File: config.mk
export PLATFORM = sky130hd
export DESIGN_NAME = alu_decoder
export DESIGN_NICKNAME = d
export VERILOG_FILES = /design/src/rtl/alu_decoder_pkg.sv /design/src/rtl/alu_decode_comb.sv /design/src/rtl/alu_decoder.sv
export SDC_FILE = /design/constraint.sdc
export NUM_CORES = 1
export LEC_CHECK = 0
export ABC_AREA = 1
export BUFFER_PORTS_ARGS = -buffer_cell sky130_fd_sc_hd__buf_2
export CAP_MARGIN = 20
export CORE_MARGIN = 2
export CORE_UTILIZATION = 51
export DETAILED_ROUTE_END_ITERATION = 12
export PLACE_DENSITY = 0.84
export SLEW_MARGIN = 20
export SYNTH_ARGS = -nofsm -noshare
export SYNTH_HDL_FRONTEND = slang
export SYNTH_SLANG_ARGS = --single-unit
File: constraint.sdc
create_clock -name i_clk -period 2.3 [get_ports i_clk]
set_clock_uncertainty 0.15 [all_clocks]
set_input_delay 0.115 -clock i_clk [delete_from_list [all_inputs] [get_ports i_clk]]
set_output_delay 0.115 -clock i_clk [all_outputs]
set_load 0.05 [all_outputs]
File: src/rtl/alu_decoder_pkg.sv
// Shared RV32I opcode header: ALU op encoding plus the opcode and funct7
// constants used by both the decode stage and the ALU.
package alu_decoder_pkg;

  typedef enum logic [3:0] {
    ALU_ADD  = 4'd0,
    ALU_SUB  = 4'd1,
    ALU_SLL  = 4'd2,
    ALU_SLT  = 4'd3,
    ALU_SLTU = 4'd4,
    ALU_XOR  = 4'd5,
    ALU_SRL  = 4'd6,
    ALU_SRA  = 4'd7,
    ALU_OR   = 4'd8,
    ALU_AND  = 4'd9
  } alu_op_e;

  localparam logic [6:0] OPC_OP     = 7'b0110011;
  localparam logic [6:0] OPC_OP_IMM = 7'b0010011;
  localparam logic [6:0] OPC_LUI    = 7'b0110111;

  localparam logic [6:0] F7_BASE = 7'b0000000;
  localparam logic [6:0] F7_ALT  = 7'b0100000;

endpackage

File: src/rtl/alu_decode_comb.sv
// Purely combinational RV32I integer decode; illegal encodings collapse to
// a flagged NOP so the ALU never sees anything outside alu_op_e.
module alu_decode_comb
  import alu_decoder_pkg::*;
(
  input  logic [31:0] instr,
  output logic [3:0]  op,
  output logic [4:0]  rs1,
  output logic [4:0]  rs2,
  output logic [4:0]  rd,
  output logic [31:0] imm,
  output logic        use_imm,
  output logic        illegal
);

  alu_op_e     op_e;
  logic [6:0]  opcode;
  logic [2:0]  funct3;
  logic [6:0]  funct7;

  assign opcode = instr[6:0];
  assign funct3 = instr[14:12];
  assign funct7 = instr[31:25];
  assign op     = op_e;

  always_comb begin
    op_e    = ALU_ADD;
    rs1     = instr[19:15];
    rs2     = instr[24:20];
    rd      = instr[11:7];
    imm     = 32'd0;
    use_imm = 1'b0;
    illegal = 1'b0;

    case (opcode)
      OPC_OP: begin
        if (funct7 == F7_BASE) begin
          case (funct3)
            3'b000: op_e = ALU_ADD;
            3'b001: op_e = ALU_SLL;
            3'b010: op_e = ALU_SLT;
            3'b011: op_e = ALU_SLTU;
            3'b100: op_e = ALU_XOR;
            3'b101: op_e = ALU_SRL;
            3'b110: op_e = ALU_OR;
            default: op_e = ALU_AND;
          endcase
        end else if (funct7 == F7_ALT && funct3 == 3'b000) begin
          op_e = ALU_SUB;
        end else if (funct7 == F7_ALT && funct3 == 3'b101) begin
          op_e = ALU_SRA;
        end else begin
          illegal = 1'b1;
        end
      end
      OPC_OP_IMM: begin
        use_imm = 1'b1;
        rs2     = 5'd0;
        imm     = {{20{instr[31]}}, instr[31:20]};
        case (funct3)
          3'b000: op_e = ALU_ADD;
          3'b010: op_e = ALU_SLT;
          3'b011: op_e = ALU_SLTU;
          3'b100: op_e = ALU_XOR;
          3'b110: op_e = ALU_OR;
          3'b111: op_e = ALU_AND;
          3'b001: begin
            imm     = {27'd0, instr[24:20]};
            op_e    = ALU_SLL;
            illegal = (funct7 != F7_BASE);
          end
          default: begin
            // funct7 bit 30 selects arithmetic vs logical right shift
            imm = {27'd0, instr[24:20]};
            if (funct7 == F7_BASE)     op_e = ALU_SRL;
            else if (funct7 == F7_ALT) op_e = ALU_SRA;
            else                       illegal = 1'b1;
          end
        endcase
      end
      OPC_LUI: begin
        rs1     = 5'd0;
        rs2     = 5'd0;
        use_imm = 1'b1;
        imm     = {instr[31:12], 12'd0};
      end
      default: illegal = 1'b1;
    endcase

    if (illegal) begin
      op_e    = ALU_ADD;
      rs1     = 5'd0;
      rs2     = 5'd0;
      rd      = 5'd0;
      imm     = 32'd0;
      use_imm = 1'b0;
    end
  end

endmodule

File: src/rtl/alu_decoder.sv
// Decode stage in front of the ALU: one-entry registered payload with
// valid/ready backpressure and a saturating illegal-instruction counter.
module alu_decoder
  import alu_decoder_pkg::*;
#(
  parameter int CNT_W = 8
) (
  input  logic             i_clk,
  input  logic             i_rst_n,
  input  logic             i_valid,
  output logic             o_ready,
  input  logic [31:0]      i_instr,
  output logic             o_valid,
  input  logic             i_ready,
  output logic [3:0]       o_op,
  output logic [4:0]       o_rs1,
  output logic [4:0]       o_rs2,
  output logic [4:0]       o_rd,
  output logic [31:0]      o_imm,
  output logic             o_use_imm,
  output logic             o_illegal,
  output logic [CNT_W-1:0] o_illegal_cnt
);

  localparam logic [CNT_W-1:0] CNT_MAX = '1;

  logic [3:0]       dec_op;
  logic [4:0]       dec_rs1, dec_rs2, dec_rd;
  logic [31:0]      dec_imm;
  logic             dec_use_imm, dec_illegal;
  logic             accept;

  logic             valid_reg;
  logic [3:0]       op_reg;
  logic [4:0]       rs1_reg, rs2_reg, rd_reg;
  logic [31:0]      imm_reg;
  logic             use_imm_reg, illegal_reg;
  logic [CNT_W-1:0] cnt_reg;

  alu_decode_comb u_decode (
    .instr   (i_instr),
    .op      (dec_op),
    .rs1     (dec_rs1),
    .rs2     (dec_rs2),
    .rd      (dec_rd),
    .imm     (dec_imm),
    .use_imm (dec_use_imm),
    .illegal (dec_illegal)
  );

  // Ready depends only on the output register state, never on the instruction.
  assign o_ready = !valid_reg || i_ready;
  assign accept  = i_valid && o_ready;

  always_ff @(posedge i_clk or negedge i_rst_n) begin
    if (!i_rst_n) begin
      valid_reg   <= 1'b0;
      op_reg      <= ALU_ADD;
      rs1_reg     <= 5'd0;
      rs2_reg     <= 5'd0;
      rd_reg      <= 5'd0;
      imm_reg     <= 32'd0;
      use_imm_reg <= 1'b0;
      illegal_reg <= 1'b0;
      cnt_reg     <= '0;
    end else if (accept) begin
      valid_reg   <= 1'b1;
      op_reg      <= dec_op;
      rs1_reg     <= dec_rs1;
      rs2_reg     <= dec_rs2;
      rd_reg      <= dec_rd;
      imm_reg     <= dec_imm;
      use_imm_reg <= dec_use_imm;
      illegal_reg <= dec_illegal;
      if (dec_illegal && cnt_reg != CNT_MAX) begin
        cnt_reg <= cnt_reg + 1'b1;
      end
    end else if (i_ready) begin
      valid_reg <= 1'b0;
    end
  end

  assign o_valid       = valid_reg;
  assign o_op          = op_reg;
  assign o_rs1         = rs1_reg;
  assign o_rs2         = rs2_reg;
  assign o_rd          = rd_reg;
  assign o_imm         = imm_reg;
  assign o_use_imm     = use_imm_reg;
  assign o_illegal     = illegal_reg;
  assign o_illegal_cnt = cnt_reg;

endmodule

==> results.cfg, run 1 <==
[power_and_ir_drop]
p_comb_share_pct = 19.2
seq_power_share_pct = 44.9
total_power_mw = 2.64
pwr-share-clk_pct = 35.9
p_int_mw = 1.80
switching_power_mw = 0.837
p_leak_nw = 2.36
peakVddDrop_mv = 0.576
p_sw_share_pct = 31.7
power_density_mw_per_mm2 = 645

[detailed_routing]
drc = 0
wl_per_cell_um = 13.8
postRouteAntennaNets = 0
drt_iter0_drc = 138
drt-pass1-iter-count = 6
routed_wl_mm = 8.17
detail_route.vias_per_cell = 5.19
vias = 3068

[finish]
final_cell_mix = 155 x nand2_1, 98 x buf_2, 62 x dfrtp_1
nets = 549
areaGrowthSynthToFinish_pct = 29.5
antennaDiodeCount = 0
drive_gt1_share_pct = 30.8
fillers = 495
layout_commonest_cell = nand2_1

[clocking]
cts_root_buffer = clkbuf_8
cts_tree = built
cts_made_buffers = 9
clk_pin_slew_ns = 0.06
ctsLongestPathBuffers = 2
h-tree-depth = 3
clock_latency_ns = 0.35
clock-sinks = 62

[sta]
layout_min_cycle_time_ns = 1.91
rsz0062_at_grt = no
fmax_ghz = 0.523
finalSetupTns_ns = 0
setup_viol = 0
final_max_slew_viol_count = 0
hold_viol = 0
tightest_slew_ns = 0.776
min_period_over_period_pct = 83.2
relSlewSlack_pct = 48.3

[yosys]
synth_nets = 430
postSynthCellCount = 393
synth_warnings = 0
synth_cell_types = 33
ys_async_sr_fraction_pct = 100
syn_area_mm2 = 0.00316
synth_area_per_cell_um2 = 8.04
synth_edf_count = 0
ys.flop_type = dfrtp_1
ys_ff_latch = 62
yosysSeqAreaShare_pct = 49.1

[worst_hold_path]
worst_hold_path_type = input pin to flop
min_path_cells = 5

[critical_path]
cp_data_arrival_time_ns = 2.04
critical-path-max-stage-delay_ns = 0.54
reg2reg_depth = 7
crit_path_cell_trace = dlygate4sd3_1 -> buf_2 -> nor2_1 -> nand2_2 -> nor2_4 -> inv_4 -> nand3_4 -> nand2_2 -> nor2_4 -> nand3_2 -> nand2_1
required_ns = 2.43
crit_slowest_cell = dlygate4sd3_1
cp-end-kind = flop
cp-start-kind = input pin
crit_type = input pin to flop
critPathMaxFanout = 13

[global_route]
grt.total_usage_pct = 25.8
antenna_found_initial = 0
grt_pass1_vias = 2945
grt_pass1_wl_mm = 13.3
gr-total-overflow = 0
grt_max_degree = 63

[floorplan]
start_util_pct = 53.1
die_w_um = 82.7
fp-row-count = 28
io_pins = 99
core_area_mm2 = 0.00596
fp.dieH_um = 82.7
fp.dieArea_mm2 = 0.00684

[place]
gp_congestion = 0.873
portBuffers = 98
hpwl_mm = 5.54

[job]
cap_violations = 0

[outcome]
status = complete, no violations
[per-layer routing]
layer	vias up	part of all wire, %	track usage, %
li1	1490	-	-
met1	1447	43	34.8
met2	118	49	40.7
met3	13	6.2	4.35
met4	0	1.7	11.6
met5	-	0	0
[cell families (layout without fill, tap and decap cells)]
family	count (synthesis)	in the layout	synth area share, %
xor gates and xnor gates	6	6	1.66
and+or+nand+nor	231	231	33.9
buffers and inverters	44	167	6.37
DFF	62	62	49.1
adders and majority gates	1	1	0.396
AOI/OAI and AO/OA	49	49	8.59
[Yosys cell counts (4+ instances only)]
| library cell | instances | share of area [%] |
|---|---|---|
| nand3_1 | 20 | 3.2 |
| o21ai_0 | 22 | 3.5 |
| nand2_2 | 5 | 0.99 |
| clkbuf_1 | 7 | 0.83 |
| inv_1 | 18 | 2.1 |
| a21oi_1 | 6 | 0.95 |
| xor2_1 | 4 | 1.1 |
| dfrtp_1 | 62 | 49 |
| nor2_4 | 4 | 1.4 |
| nor2_2 | 5 | 0.99 |
| inv_2 | 7 | 0.83 |
| o21ai_1 | 11 | 1.7 |
| nor2_1 | 21 | 2.5 |
| buf_2 | 6 | 0.95 |
| nand2_1 | 156 | 19 |
| a21o_1 | 6 | 1.4 |
| nand3_2 | 12 | 3.8 |
[power by group through the flow]
stage | sequential, mW | combinational (mW) | clock, mW
floorplan | 1.35 | 0.179 | 0
global placement | 1.20 | 0.469 | 0
detailed placement | 1.20 | 0.480 | 0
CTS | 1.18 | 0.507 | 0.954
global route | 1.19 | 0.557 | 1.00
finish | 1.18 | 0.506 | 0.946
[stage by stage]
stage / std cells / hold WS, ns / instance area (µm²) / util, % / worst slack, ns
floorplan: 393 / -0.331 / 3160 / - / 0.109
global placement: 556 / 0.173 / 3700 / 62.2 / 0.571
CTS: 591 / 0.000729 / 4090 / 68.7 / 0.399
finish: 591 / 0.00981 / 4090 / 68.7 / 0.387
detailed placement: 556 / 0.181 / 3700 / 62.2 / 0.488
global route: 591 / 0.0250 / 4090 / 68.7 / 0.271
[layout make-up]
| type | instances | area (µm²) | share of cell area, % |
|---|---|---|---|
| clock inverters | 4 | 47.5 | 1.16 |
| flip-flops and latches | 62 | 1550 | 37.9 |
| inverters | 27 | 104 | 2.54 |
| clock buffers | 11 | 141 | 3.46 |
| repair buffers | 125 | 743 | 18.2 |
| multi-input cells | 287 | 1410 | 34.5 |
| well taps | 75 | 93.8 | 2.29 |
[state kept, by name, indices dropped and copies added, names as in the netlist]
name	count
o_imm	32
o_rs2	5
o_use_imm	1
o_rs1	5
o_op	4
o_rd	5
o_illegal	1
o_illegal_cnt	8
o_valid	1
[worst max-delay path: cells and delay by family]
kind | cells | cell delay [ns]
buffers and inverters | 3 | 0.76
AND/OR/NAND/NOR | 8 | 1.16
[final timing paths]
| check | startpoint | to | slack [ns] |
|---|---|---|---|
| max reg2reg | o_illegal_cnt[0] | o_illegal_cnt[5] | 0.61 |
| max in group asynchronous | i_rst_n | o_rs2[2] | 1.17 |
| min | i_instr[21] | o_rs2[1] | 0.01 |
| min reg2reg | o_op[2] | o_op[2] | 0.32 |
| max | i_instr[26] | o_rd[3] | 0.39 |
| min in group asynchronous | i_rst_n | o_op[2] | 0.32 |
[timing repair]
| item | 4_1_cts | 5_1_grt |
|---|---|---|
| hold buffers | 20 | 0 |
| hold endpoints to repair | 83 | 0 |
| gates resized for setup | 0 | 0 |
| buffers inserted | 0 | 0 |
Power figures use the tool's default switching activity.
==> inputs of run 2 (changes only) <==
Settings changed: CORE_UTILIZATION 51 to 46, PLACE_DENSITY 0.84 to 0.8.
Clock period 2.3 ns to 1.7 ns, I/O delays scaled along.
==> run 2 against run 1 <==
  * Hold slack better by 0.0074 ns
  * Die area increased by 10%
  * Clock power up 33%
  * First-iteration DRC count fell by 19%
  * Power up 38%
  * Final cell count grew 4.6%
  * Non-clock buffer count is 21 higher
  * Critical path type is now flop to flop
  * Largest power group unchanged
==> results.cfg, run 2 (synthesized netlist as in run 1, its figures left out) <==
[global_route]
antenna_found_initial = 0
met3_usage_pct = 5.50
grt.total_usage_pct = 23.9
grt_pass1_vias = 3076
busiest_layer = met2
grt_use_met2_pct = 40.1
met1_usage_pct = 28.9
grt_max_degree = 42
gr-total-overflow = 0
grt_pass1_wl_mm = 13.9

[detailed_routing]
wl_per_cell_um = 13.8
drt-pass1-iter-count = 4
routed_wl_mm = 8.55
drt_iter0_drc = 112
drc = 0
postRouteAntennaNets = 0
detail_route.vias_per_cell = 5.11
vias = 3158

[power_and_ir_drop]
peakVddDrop_mv = 0.443
power_density_mw_per_mm2 = 836
p_leak_nw = 2.47

[place]
placed_cell_area_mm2 = 0.00383
hpwl_mm = 5.60
dp_slack_ns = 0.0599
portBuffers = 98
dp_cells = 565
gp_congestion = 0.834

[sta]
tightest_slew_ns = 0.609
fmax_ghz = 0.610
min_period_over_period_pct = 96.5
hold_viol = 0
relSlewSlack_pct = 59.4
layout_setup_ws_ns = 0.0602
layout_min_cycle_time_ns = 1.64
setup_viol = 0
final_max_slew_viol_count = 0

[floorplan]
fp.dieH_um = 86.9
fp-row-count = 30
io_pins = 99
die_w_um = 86.9
start_util_pct = 47.0
core_area_mm2 = 0.00672
fp.dieArea_mm2 = 0.00755

[finish]
antennaDiodeCount = 0
final_cell_area_mm2 = 0.00436
areaGrowthSynthToFinish_pct = 38.0
fillers = 573
final_cell_count_no_fill = 618
layout_commonest_cell = nand2_1
nets = 570
largest_reg_flops = 32
final_cell_mix = 154 x nand2_1, 98 x buf_2, 57 x dfrtp_1
drive_gt1_share_pct = 33.5

[critical_path]
crit_type = flop to flop
critPathMostFrequentCell = buf_4
critical-path-max-stage-delay_ns = 0.44
crit_slowest_cell = dfrtp_2
critPathTopFamily = flip-flops
worst-path-buf-inv = 2
required_ns = 1.83
cp-start-kind = flop
cp_data_arrival_time_ns = 1.77
cp-end-kind = flop
crit_path_cell_trace = ha_4 -> nand4_1 -> nor2_2 -> a21oi_2 -> buf_4 -> buf_4 -> nand3_1 -> nand2_1
critPathMaxFanout = 4

[clocking]
ctsLongestPathBuffers = 2
clock-sinks = 62
h-tree-depth = 3
cts_tree = built
cts_made_buffers = 9
clk_pin_slew_ns = 0.07
clock_latency_ns = 0.35
cts_root_buffer = clkbuf_8

[outcome]
status = complete, no violations

[worst_hold_path]
worst_hold_path_type = input pin to flop

[job]
cap_violations = 0
run 2: worst paths after layout:
path                                  start                to  slack, ns  cells after the start
max                        o_illegal_cnt[1]  o_illegal_cnt[1]       0.06                      8
min                             i_instr[31]         o_imm[31]       0.02                      4
max reg2reg                o_illegal_cnt[1]  o_illegal_cnt[1]       0.06                      8
min reg2reg                        o_rs1[2]          o_rs1[2]       0.33                      2
max in group asynchronous           i_rst_n           o_valid       0.73                      3
min in group asynchronous           i_rst_n         o_imm[23]       0.14                      2
run 2: area by class of cell:
class / instances / area (µm²) / area share [%]
tap: 80 / 100 / 2.29
sequential: 62 / 1560 / 35.7
inverter: 27 / 104 / 2.38
timing repair buffer: 146 / 981 / 22.5
multi-input combinational: 287 / 1440 / 33.0
clock inverter: 4 / 47.5 / 1.09
clock buffer: 12 / 135 / 3.10
run 2: repair_timing:
action,CTS,global route
endpoints found under the hold margin,57,0
resized for setup,0,2
setup endpoints to repair,0,9
hold buffers,27,0
setup buffers,0,10
run 2: report_power, final:
part / switching (mW) / internal, mW
sequential: 0.0779 / 1.54
clock: 0.585 / 0.674
combinational: 0.508 / 0.260
run 2: per-layer routing:
metal | part of all wire, % | wire length (µm)
met5 | 0 | 0
met4 | 2.9 | 244
met3 | 4.8 | 410
met2 | 50 | 4280
met1 | 42 | 3620
run 2: per-stage QoR:
step           hold WS, ns  power [mW]  util [%]  setup TNS [ns]
4_1_cts            0.00480        3.63      63.7               0
3_3_place_gp       -0.0348        2.32      57.0               0
3_5_place_dp       -0.0220        2.33      57.0               0
5_1_grt             0.0383        3.80      64.9         -0.0387
6_report            0.0172        3.65      64.9               0
2_1_floorplan       -0.361        2.10         -          -0.118
run 2: worst register-to-register path, delay by kind of cell, from the launching register on:
family                   cells  cell delay (ns)
AO/OA/AOI/OAI                1             0.20
buffers and inverters        2             0.27
adder cells (fa/ha/maj)      1             0.18
AND/OR/NAND/NOR              4             0.33
flip-flops                   1             0.44
==> inputs of run 3 (changes only) <==
==> constraint.sdc (replaced) <==
create_clock -name i_clk -period 1.7 [get_ports i_clk]
set_clock_uncertainty 0.15 [all_clocks]
set_input_delay 0 -clock i_clk [delete_from_list [all_inputs] [get_ports i_clk]]
set_output_delay 0 -clock i_clk [all_outputs]
set_load 0.05 [all_outputs]
==> run 3 against run 2 <==
  * Final area rose by 2.9%
  * Non-clock buffer count increased by 2
  * Die area unchanged
  * Combinational power grew 4.7%
  * Global-route usage decreased by 1.6 points
  * Utilization is 1.9 points higher
  * Hold slack improved by 0.018 ns
  * Highest routed layer unchanged
  * Flip-flop and latch count unchanged
  * Count of clock-buffer cells in the layout is 2 lower
  * Final cell count grew 0.65%
  * Maximum frequency shrank 0.61%
  * Worst setup slack worse by 0.010 ns
==> results.cfg, run 3 (synthesized netlist as in run 1, its figures left out) <==
[detailed_routing]
wl_per_cell_um = 14.2
routed_wl_mm = 8.82
drt_iter0_drc = 161
detail_route.vias_per_cell = 5.09
drc = 0
drt-pass1-iter-count = 4
postRouteAntennaNets = 0
vias = 3169

[critical_path]
crit_type = flop to flop
crit_slowest_cell = dfrtp_2
reg2reg_slack_ns = 0.05
critPathMaxFanout = 5
worst_r2r_startpoint = o_illegal_cnt[0]
worst-path-stages = 8
required_ns = 1.78
cp-end-kind = flop
worst-path-buf-inv = 2
cp_data_arrival_time_ns = 1.73
reg2reg_depth = 8
critPathTopFamily = simple AND/OR/NAND/NOR gates
cp-start-kind = flop
r2r_end = o_illegal_cnt[4]
critical-path-max-stage-delay_ns = 0.42
crit_path_cell_trace = ha_4 -> nand4_1 -> nor2_1 -> a21oi_2 -> buf_4 -> buf_6 -> nand3_1 -> nand2_1

[job]
cap_violations = 0

[finish]
largest_reg_flops = 32
antennaDiodeCount = 0
drive_gt1_share_pct = 34.7
areaGrowthSynthToFinish_pct = 42.0
layout_commonest_cell = nand2_1
nets = 574
final_cell_mix = 153 x nand2_1, 96 x buf_2, 57 x dfrtp_1

[floorplan]
die_w_um = 86.9
fp-row-count = 30
fp.dieH_um = 86.9
start_util_pct = 47.0
io_pins = 99
core_area_mm2 = 0.00672
fp.dieArea_mm2 = 0.00755

[sta]
tightest_slew_ns = 0.386
finalSetupTns_ns = 0
final_max_slew_viol_count = 0
fmax_ghz = 0.606
whs_ns = 0.0356
min_period_over_period_pct = 97.1
relSlewSlack_pct = 74.2
hold_viol = 0
layout_min_cycle_time_ns = 1.65
setup_viol = 0
layout_setup_ws_ns = 0.0501

[clocking]
cts_tree = built
clock_latency_ns = 0.33
clock-sinks = 62
cts_made_buffers = 9
clk_pin_slew_ns = 0.07
h-tree-depth = 3
cts_root_buffer = clkbuf_8
ctsLongestPathBuffers = 2

[power_and_ir_drop]
peakVddDrop_mv = 0.406
power_density_mw_per_mm2 = 886
total_power_mw = 3.98
p_leak_nw = 2.52

[place]
hpwl_mm = 5.49
portBuffers = 98
dp_slack_ns = 0.113
gp_congestion = 0.854

[worst_hold_path]
worst_hold_path_type = input pin to async pin

[global_route]
grt_pass1_vias = 2984
grt.total_usage_pct = 22.3
grt_pass1_wl_mm = 13.2
grt_max_degree = 63
gr-total-overflow = 0
antenna_found_initial = 0

[outcome]
status = complete, no violations
run 3: changes by cell type in the layout (fill, tap and decap cells not counted), moves of 2 or more:
cell           previous run  this run
nand3_2                  12        15
nor2_4                    4         7
buf_12                    5         3
buf_2                    98        96
buf_4                    16        18
bufinv_16                 1         3
clkbuf_1                  3         1
dlygate4sd3_1            27        29
nor2_2                    6         4
run 3: how the worst max path moves through the flow:
| stage | slack (ns) | start | to |
|---|---|---|---|
| 3_3_place_gp | 0.18 | o_illegal_cnt[0] | o_illegal_cnt[7] |
| 4_1_cts | 0.02 | i_instr[28] | o_illegal_cnt[1] |
| 3_5_place_dp | 0.11 | o_illegal_cnt[0] | o_illegal_cnt[1] |
| 6_report | 0.05 | o_illegal_cnt[0] | o_illegal_cnt[4] |
| 5_1_grt | -0.08 | o_illegal_cnt[4] | o_illegal_cnt[2] |
| 2_1_floorplan | -0.02 | o_illegal_cnt[1] | o_illegal_cnt[2] |
run 3: final cells by class:
cell class	count	area, µm²
clock inverters	6	109
well taps	80	100
clock buffers	10	128
flip-flops and latches	62	1560
fillers	558	2230
inverters	27	104
multi-input cells	289	1490
repair buffers	148	1000
run 3: worst min-delay path, stage by stage:
cell and delay, ns:
dlygate4sd3_1 0.52, buf_2 0.12, buf_12 0.29
run 3: report_power, final:
part / internal, mW / switching (mW)
clock: 0.974 / 0.581
combinational: 0.278 / 0.526
sequential: 1.54 / 0.0791
run 3: metal layers:
layer	vias to the layer above	routed length, µm	global-route usage (%)
met4	0	159	9.94
met3	19	601	3.89
met2	148	4410	38.4
met5	-	0	0
li1	1534	-	-
met1	1468	3640	27.3
run 3: metrics by stage:
step / utilization, % / cells / area, µm²
6_report: 66.8 / 622 / 4490
5_1_grt: 66.8 / 622 / 4490
4_1_cts: 64.2 / 610 / 4320
3_5_place_dp: 56.4 / 565 / 3790
3_3_place_gp: 56.4 / 565 / 3790
2_1_floorplan: - / 393 / 3190
run 3: repair_timing:
action                                  4_1_cts  5_1_grt
resized for setup                             0       14
setup buffers                                 0       11
endpoints found under the hold margin       110        0
hold buffers                                 29        0
endpoints found under the setup margin        0       22
